File: src/rtl/mat_centroid.sv
// Centroid of up to 16 matched feature-point addresses: address -> (x, y) by serial
// restoring division, then mean x/y by two parallel serial dividers. Fixed 141-clock latency.

module mat_centroid_divstep #(
    parameter int W  = 12,
    parameter int DW = 5
) (
    input  logic [W-1:0]  quo,
    input  logic [DW-1:0] rem,
    input  logic [DW-1:0] den,
    output logic [W-1:0]  quo_nxt,
    output logic [DW-1:0] rem_nxt
);
    logic [DW:0] trial;
    logic        ge;

    // Dividend bits shift out of the top of quo while quotient bits shift in at the bottom.
    always_comb begin
        trial   = {rem, quo[W-1]};
        ge      = trial >= {1'b0, den};
        rem_nxt = ge ? DW'(trial - {1'b0, den}) : trial[DW-1:0];
        quo_nxt = {quo[W-2:0], ge};
    end
endmodule

module mat_centroid #(
    parameter int IMG_WIDTH  = 160,
    parameter int IMG_HEIGHT = 120,
    parameter int NPTS       = 16,
    parameter int ADDR_W     = 15
) (
    input  logic                     clk,
    input  logic                     rst,
    input  logic [NPTS*ADDR_W-1:0]   position,
    input  logic                     isMatching,
    output logic                     busy,
    output logic                     done,
    output logic [7:0]               centerX,
    output logic [6:0]               centerY,
    output logic [4:0]               pointCount
);
    localparam int QBITS = 7;
    localparam int SUM_W = 12;
    localparam int CNT_W = 5;
    localparam logic [ADDR_W-1:0] NPIX      = ADDR_W'(IMG_WIDTH * IMG_HEIGHT);
    localparam logic [2:0]        CONV_LAST = 3'(QBITS);
    localparam logic [3:0]        SLOT_LAST = 4'(NPTS - 1);
    localparam logic [3:0]        DIV_LAST  = 4'(SUM_W - 1);

    typedef enum logic [2:0] {IDLE, CAPTURE, CONVERT, DIVIDE, DONE} state_t;

    state_t                   state;
    logic                     prev_match;
    logic [NPTS*ADDR_W-1:0]   snap;
    logic [SUM_W-1:0]         sum_x;
    // One bit wider than sumY needs, so both dividers run the same 12 steps.
    logic [SUM_W-1:0]         sum_y;
    logic [CNT_W-1:0]         cnt;
    logic [3:0]               slot;
    logic [2:0]               cyc;
    logic [ADDR_W-1:0]        rem;
    logic [QBITS-1:0]         quo;
    logic [3:0]               step;
    logic [CNT_W-1:0]         rem_x, rem_y;

    logic [ADDR_W-1:0]        addr;
    logic [ADDR_W-1:0]        rem_cur;
    logic [ADDR_W-1:0]        dvs;
    logic [2:0]               bit_idx;
    logic                     ge;
    logic                     slot_valid;
    logic [SUM_W-1:0]         qx_nxt, qy_nxt;
    logic [CNT_W-1:0]         rx_nxt, ry_nxt;

    // The slot under conversion always sits at the top of the snapshot, which shifts per slot.
    always_comb begin
        addr       = snap[NPTS*ADDR_W-1 -: ADDR_W];
        rem_cur    = (cyc == 3'd0) ? addr : rem;
        bit_idx    = 3'(QBITS - 1) - cyc;
        dvs        = ADDR_W'(IMG_WIDTH) << bit_idx;
        ge         = rem_cur >= dvs;
        slot_valid = addr < NPIX;
    end

    mat_centroid_divstep #(.W(SUM_W), .DW(CNT_W)) u_div_x (
        .quo     (sum_x),
        .rem     (rem_x),
        .den     (cnt),
        .quo_nxt (qx_nxt),
        .rem_nxt (rx_nxt)
    );

    mat_centroid_divstep #(.W(SUM_W), .DW(CNT_W)) u_div_y (
        .quo     (sum_y),
        .rem     (rem_y),
        .den     (cnt),
        .quo_nxt (qy_nxt),
        .rem_nxt (ry_nxt)
    );

    always_ff @(posedge clk) begin
        if (rst) begin
            state      <= IDLE;
            prev_match <= 1'b0;
            busy       <= 1'b0;
            done       <= 1'b0;
            centerX    <= '0;
            centerY    <= '0;
            pointCount <= '0;
            snap       <= '0;
            sum_x      <= '0;
            sum_y      <= '0;
            cnt        <= '0;
            slot       <= '0;
            cyc        <= '0;
            rem        <= '0;
            quo        <= '0;
            step       <= '0;
            rem_x      <= '0;
            rem_y      <= '0;
        end else begin
            prev_match <= isMatching;
            done       <= 1'b0;
            case (state)
                IDLE: begin
                    if (isMatching && !prev_match) begin
                        state <= CAPTURE;
                        busy  <= 1'b1;
                    end
                end
                CAPTURE: begin
                    snap  <= position;
                    sum_x <= '0;
                    sum_y <= '0;
                    cnt   <= '0;
                    slot  <= '0;
                    cyc   <= '0;
                    state <= CONVERT;
                end
                CONVERT: begin
                    if (cyc != CONV_LAST) begin
                        rem <= ge ? rem_cur - dvs : rem_cur;
                        quo <= {quo[QBITS-2:0], ge};
                        cyc <= cyc + 3'd1;
                    end else begin
                        // Invalid slots (incl. the all-ones sentinel) still spend their 8 cycles.
                        if (slot_valid) begin
                            sum_x <= sum_x + {4'b0, rem[7:0]};
                            sum_y <= sum_y + {5'b0, quo};
                            cnt   <= cnt + 5'd1;
                        end
                        snap <= snap << ADDR_W;
                        cyc  <= '0;
                        slot <= slot + 4'd1;
                        if (slot == SLOT_LAST) begin
                            state <= DIVIDE;
                            step  <= '0;
                            rem_x <= '0;
                            rem_y <= '0;
                        end
                    end
                end
                DIVIDE: begin
                    sum_x <= qx_nxt;
                    sum_y <= qy_nxt;
                    rem_x <= rx_nxt;
                    rem_y <= ry_nxt;
                    step  <= step + 4'd1;
                    if (step == DIV_LAST) begin
                        state      <= DONE;
                        busy       <= 1'b0;
                        done       <= 1'b1;
                        centerX    <= (cnt == '0) ? 8'd0 : qx_nxt[7:0];
                        centerY    <= (cnt == '0) ? 7'd0 : qy_nxt[6:0];
                        pointCount <= cnt;
                    end
                end
                DONE: state <= IDLE;
                default: state <= IDLE;
            endcase
        end
    end
endmodule

File: config.mk
export PLATFORM = sky130hd
export DESIGN_NAME = mat_centroid
export DESIGN_NICKNAME = d
export VERILOG_FILES = /design/src/rtl/mat_centroid.sv
export SDC_FILE = /design/constraint.sdc
export NUM_CORES = 1
export LEC_CHECK = 0
export CAP_MARGIN = 30
export CORE_ASPECT_RATIO = 1.1
export CORE_UTILIZATION = 39
export DETAILED_ROUTE_END_ITERATION = 7
export PLACE_DENSITY = 0.68
export SYNTH_ARGS = -nofsm -noshare
export SYNTH_HDL_FRONTEND = slang
export SYNTH_SLANG_ARGS = --single-unit
File: constraint.sdc
create_clock -name clk -period 3.66 [get_ports clk]
set_input_delay 0.732 -clock clk [delete_from_list [all_inputs] [get_ports clk]]
set_output_delay 0.732 -clock clk [all_outputs]
set_load 0.01 [all_outputs]
Yosys cells after proc, flatten, opt, wreduce, memory -nomap -nowiden
Cells that the tools add are included.

Memory bits (writable): 0. Bits in read-only memories: 0. Register bits after elaboration: 338. Logic and storage cells: 100. Bits in latches: 0. Input port bits: 243. Memories kept: 0. Output and inout bits: 22.

Magnitude comparators: 4. Muxes and demuxes: 37. Reduce and logical (&&, ||, !) cells: 18. Bitwise operators: 1. Shift operators: 1. $add $sub $neg: 10. Div/mod/pow operators: 0. Equality and inequality tests: 11. $mul: 0.

Operator list (count): 240-bit one-hot mux with 2 select lines (1); 240-bit 2-to-1 mux (1); 12-bit one-hot mux with 3 select lines (2); 12-bit 2-to-1 mux (4); 15-bit 2-to-1 mux (2); 5-bit 2-to-1 mux (6); 5-bit one-hot mux with 2 select lines (3); 4-bit one-hot mux with 2 select lines (2); 15-bit >= comparator (1); 15-bit < comparator, second input constant (1); 3-bit 2-to-1 mux (5); 8-bit by 3-bit left shift with 15-bit output, first input constant (1); 15-bit subtractor (1); 12-bit by 7-bit adder with 12-bit output (1); 12-bit by 8-bit adder with 12-bit output (1); 6-bit by 5-bit >= comparator with 1-bit output (2); 4-bit 2-to-1 mux (3); 3-bit one-hot mux with 4 select lines (1); 3-bit AND reduction (4); 2-bit inequality test, second input constant (5); 5-bit subtractor (2); 4-bit by 1-bit adder with 4-bit output, second input constant (2); 4-bit equality test, second input constant (2); 8-bit 2-to-1 mux (1); 20 further kinds (28).

Depth between registers and ports, before layout
Depth in word-level cells: 4. Mapped depth: 15. Mapped depth without buffers: 13.

By module
A second synthesis with hierarchy kept.

Cells, all modules: 2023. Area, all modules: 16119.2 µm².

Modules (own cells, without submodules): mat_centroid (sequential area each 6766.5 µm², area an instance 15426.0 µm², times used 1, cells an instance 1931); mat_centroid_divstep (sequential area each 0.0 µm², area an instance 346.6 µm², times used 2, cells an instance 46).

Least setup slack after synthesis
OpenSTA, ideal clock, no wires.

Kind: flip-flop to flip-flop. Start: register cyc[0]. End: register rem[5]. Required time: 3528 ps. Period minus slack after synthesis: 3355 ps. Cell stages (with the launch flop): 14. Buffers on the path: 2. Arrival: 3223 ps. Library setup time: 132 ps. Path slack: 305 ps. Cell sequence: dfxtp_1 > inv_1 > ha_1 > nand2b_1 > buf_1 > mux2_2 > ha_1 > a21oi_1 > o21bai_2 > a2111oi_0 > a21oi_1 > buf_4 > o211ai_1 > a21oi_1.

Word-level cells in the longest chain between the ends: 4. Elaborated cells on any way between the ends: 9.

Ends and longest elaborated chain: start: declaration (line 60) `logic [2:0] cyc;`; start signal: assignment (line 144) `cyc <= cyc + 3'd1;`; 3-bit subtractor / 3-bit logical NOT (equally long branches) (line 79, 78); 8-bit by 3-bit left shift with 15-bit output / 15-bit 2-to-1 mux (equally long branches) (line 80, 78); 15-bit subtractor / 15-bit >= comparator (equally long branches) (line 142, 81); 15-bit 2-to-1 mux (line 142) `rem <= ge ? rem_cur - dvs : rem_cur;`; end signal: assignment (line 142); end: declaration (line 61) `logic [ADDR_W-1:0] rem;`.

Parallel ways exist; a longest one is shown, timed or not. A chain may end at the register's enable or synchronous reset.

Worst setup path in the final report
Start: register cyc[1]. End: register rem[7].

The elaborated chain is that of the path after synthesis.

==> parameters.txt <==
Parameter                              Value

Status
  Run status ... completed

Logic synthesis
  Flip-flop and latch count after synthesis ... roughly 340
  Post-synthesis average cell area ... 7.91 um^2
  Most used flip-flop cell after synthesis ... sky130_fd_sc_hd__dfxtp_1
  FFs w/ async S/R, synth ... 0%
  Synth Net Count ... approximately 2300
  Number of enable-type register cells in the synthesized netlist ... 0
  Yosys Warn Count ... 0
  Portion of the post-synthesis area used by sequential elements ... between 40% and 50%
  Number of standard cells after synthesis ... ~2000
  Library cells used by synthesis ... 62
  Post-synthesis instance area ... ~16000 um^2

Timing
  Tightest Pin Transition ... about 0.92 ns
  Setup repair after global routing missed its margin ... false
  Max-slew violation count ... 0
  Final hold violations ... 0
  Rel. slew slack ... 38.8%
  # setup viols final ... 0
  Fin crit share ... approximately 93%
  Final worst path period need ... around 3.4 ns
  Final worst setup slack ... between 0.2 and 0.3 ns
  Clk_skew ... about 0.015 ns
  FMAX ... approximately 0.3 GHz

Routing
  Via count ... between 10000 and 15000
  Number of DRC violations after detailed routing ... 0
  Number of optimization iterations in the first detailed-route pass ... 5
  WL per Instance ... ~17 um
  Via-per-instance ratio ... around 5.4
  Remaining antenna violation count after routing ... 0
  Final wirelength ... 45800 um
  Number of DRC markers in iteration 0 ... approximately 860

Floorplanning
  Die area ... around 41000 um^2
  Number of primary I/O pins ... about 270
  Area of the core ... roughly 40000 um^2
  Die outline width ... just under 200 um
  Placement row count ... 77
  Starting density of the core ... about two fifths
  Die Span Y ... 213 um

Clocking
  Number of buffers created by CTS ... 38
  TritonCTS clock tree ... done
  Clock insertion delay at the later pin of the skew report ... 0.53 ns
  Longest Clk Path Bufs ... 3
  Root buffer selected by CTS ... sky130_fd_sc_hd__clkbuf_16
  Number of levels the H-tree was split into ... 2
  Count of hold-fix buffers inserted at cts ... 0
  CTS sink count ... between 300 and 400
  Clock-pin slew on the worst setup and hold paths ... around 0.06 ns

Setup path
  Critical path, cell by cell ... inv_1, ha_1, nand2b_2, buf_4, mux2_2, ha_1, nand2_1, a21oi_1, mux2i_2, a21oi_2, buf_4, mux2i_1, a21oi_1
  Reg-to-reg slack, setup ... 0.26 ns
  Depth of the worst register-to-register path ... 13
  Slowest library cell on the worst path ... sky130_fd_sc_hd__ha_1
  Classification of the worst setup path ... reg -> reg
  Data required time of the critical path ... just over 4 ns
  Reg-to-reg startpoint ... cyc[1]
  Kind of capture point of the worst setup path ... flip-flop
  CP Launch Type ... flip-flop
  Critical path buffers and inverters ... 3
  Highest fanout seen on the critical path ... 10
  Family of cells with the greatest summed delay on the critical path ... multiplexers
  Critical path data arrival time ... 3.80 ns
  Worst reg2reg endpoint ... rem[7]
  Longest individual stage delay on the worst path ... between 0.4 and 0.5 ns

GRT
  GR Util All Layers ... a little over a fifth
  First-pass GRT wire length ... between 70000 and 80000 um
  Number of global-route vias before repair ... 13945
  GR Overflow Total ... 0
  Maximum number of pins on one net before global-route repair ... approximately 210
  Number of antenna violations at the first check in global routing ... 2

Finish
  Number of nets in the finished design ... between 2000 and 2500
  Most frequent cells in the layout ... sky130_fd_sc_hd__nand2_1, sky130_fd_sc_hd__dfxtp_1, sky130_fd_sc_hd__nor2_1
  Most frequent standard cell in the layout excluding fill and tap cells ... sky130_fd_sc_hd__nand2_1
  Share of layout cells above drive strength 1 ... under 10%
  Non-filler instance count after layout ... between 2000 and 3000
  Synthesis-to-layout area growth ... 26.4%
  Number of filler instances in the final layout ... approximately 3900

Place
  HPWL after detailed placement ... 30600 um
  Number of port buffers ... 264
  Routability congestion estimate from global placement ... 0.846
  Total placed cells including tap cells ... 2640
  Post-Place Worst Slack ... -0.0942 ns

Hold path
  Min-Delay Path Class ... reg -> reg
  Hold path depth ... 2
  Min-Delay Endpoint ... snap[141]
  Hold Crit Start ... snap[126]

Power and ir drop
  Leakage ... 0.00735 uW
  Power density relative to cell area ... 466 nW/um^2
  Peak supply drop ... 0.317 mV

Flow run
  Maximum capacitance violations ... 0
## cell usage after synthesis (11+ instances only)
library cell	count	area [um^2]
sky130_fd_sc_hd__buf_2	41	205
sky130_fd_sc_hd__nor2_1	329	1230
sky130_fd_sc_hd__clkbuf_1	112	420
sky130_fd_sc_hd__mux2i_1	17	170
sky130_fd_sc_hd__ha_1	45	563
sky130_fd_sc_hd__a311oi_1	226	1980
sky130_fd_sc_hd__dfxtp_1	338	6770
sky130_fd_sc_hd__a21o_1	11	82.6
sky130_fd_sc_hd__o21ai_0	40	200
sky130_fd_sc_hd__a211oi_1	19	143
sky130_fd_sc_hd__inv_1	30	113
sky130_fd_sc_hd__a22oi_1	45	338
sky130_fd_sc_hd__nor3_1	15	75.1
sky130_fd_sc_hd__nand3_1	18	90.1
sky130_fd_sc_hd__nand2_1	507	1900
sky130_fd_sc_hd__mux2_2	12	135
sky130_fd_sc_hd__a21oi_1	57	285
sky130_fd_sc_hd__xnor2_1	15	131
sky130_fd_sc_hd__nand2b_1	11	68.8
## sequential cells by signal, summed over array words and instances (netlist names)
register    count
quo             7
step            4
sum_x          12
prev_match      1
busy            1
cnt             5
cyc             3
rem_x           5
done            1
slot            4
pointCount      5
state           3
sum_y          12
centerY         7
rem            15
snap          240
rem_y           5
centerX         8
## worst max path at each step
| stage | depth (start not counted) | to | slack, ns | startpoint |
|---|---|---|---|---|
| floorplan | 13 | rem[5] | 0.30 | cyc[0] |
| global placement | 13 | rem[6] | 0.03 | cyc[1] |
| detailed placement | 13 | rem[6] | -0.09 | cyc[1] |
| CTS | 12 | rem[6] | 0.09 | cyc[1] |
| global route | 13 | rem[6] | 0.007 | cyc[1] |
| finish | 13 | rem[7] | 0.26 | cyc[1] |
## logic make-up after synthesis
logic type | after synthesis | synth area share [%]
mux | 30 | 2.01
buf+inv | 198 | 5.20
flops | 338 | 42.7
simple gates | 918 | 22.9
fa+ha+maj | 49 | 4.06
compound gates | 449 | 21.9
xor+xnor | 23 | 1.27
## routing by layer
metal / part of all wire [%] / track usage [%] / vias up
met5: 0.055 / 0 / -
met1: 44 / 27.1 / 6858
li1: - / - / 7382
met2: 48 / 35.8 / 331
met3: 5.5 / 4.29 / 71
met4: 2.4 / 7.20 / 4
## stage by stage
| stage | TNS (ns) | instance area, um^2 | total power, uW | util, % | hold slack [ns] |
|---|---|---|---|---|---|
| CTS | 0 | 20000 | 9440 | 49.9 | 0.464 |
| global route | 0 | 20000 | 9740 | 49.9 | 0.498 |
| global placement | 0 | 18700 | 5440 | 46.7 | 0.455 |
| finish | 0 | 20000 | 9340 | 49.9 | 0.464 |
| detailed placement | -0.379 | 18700 | 5470 | 46.7 | 0.461 |
| floorplan | 0 | 15900 | 4930 | - | 0.441 |
## final cells by class
cell class                      count  area, um^2  share of cell area (%)
Tap cell                          513         642                    3.20
Multi-Input combinational cell   1469        8290                    41.4
Clock buffer                       55        1110                    5.52
Inverter                           30         113                   0.562
Clock inverter                     13         174                   0.868
Antenna cell                        1        2.50                  0.0125
Timing Repair Buffer              290        2940                    14.7
Sequential cell                   338        6770                    33.8
## what timing repair did
| item | CTS | global route |
|---|---|---|
| endpoints found under the setup margin | 6 | 6 |
| buffers inserted | 0 | 0 |
| gates resized for setup | 2 | 3 |
| pin swaps | 0 | 0 |
## power breakdown
part           internal [uW]  switching [uW]  total (uW)
Clock                   2380            1560        3940
Sequential              3910             145        4050
Combinational            613             730        1340
## worst register-to-register path, cell delays in order, from the launching register on
cell	delay [ns]
sky130_fd_sc_hd__dfxtp_1	0.40
sky130_fd_sc_hd__inv_1	0.09
sky130_fd_sc_hd__ha_1	0.26
sky130_fd_sc_hd__nand2b_2	0.26
sky130_fd_sc_hd__buf_4	0.19
sky130_fd_sc_hd__mux2_2	0.35
sky130_fd_sc_hd__ha_1	0.42
sky130_fd_sc_hd__nand2_1	0.10
sky130_fd_sc_hd__a21oi_1	0.16
sky130_fd_sc_hd__mux2i_2	0.14
sky130_fd_sc_hd__a21oi_2	0.36
sky130_fd_sc_hd__buf_4	0.24
sky130_fd_sc_hd__mux2i_1	0.20
sky130_fd_sc_hd__a21oi_1	0.09
No activity file was read; power rests on OpenSTA's default activity.
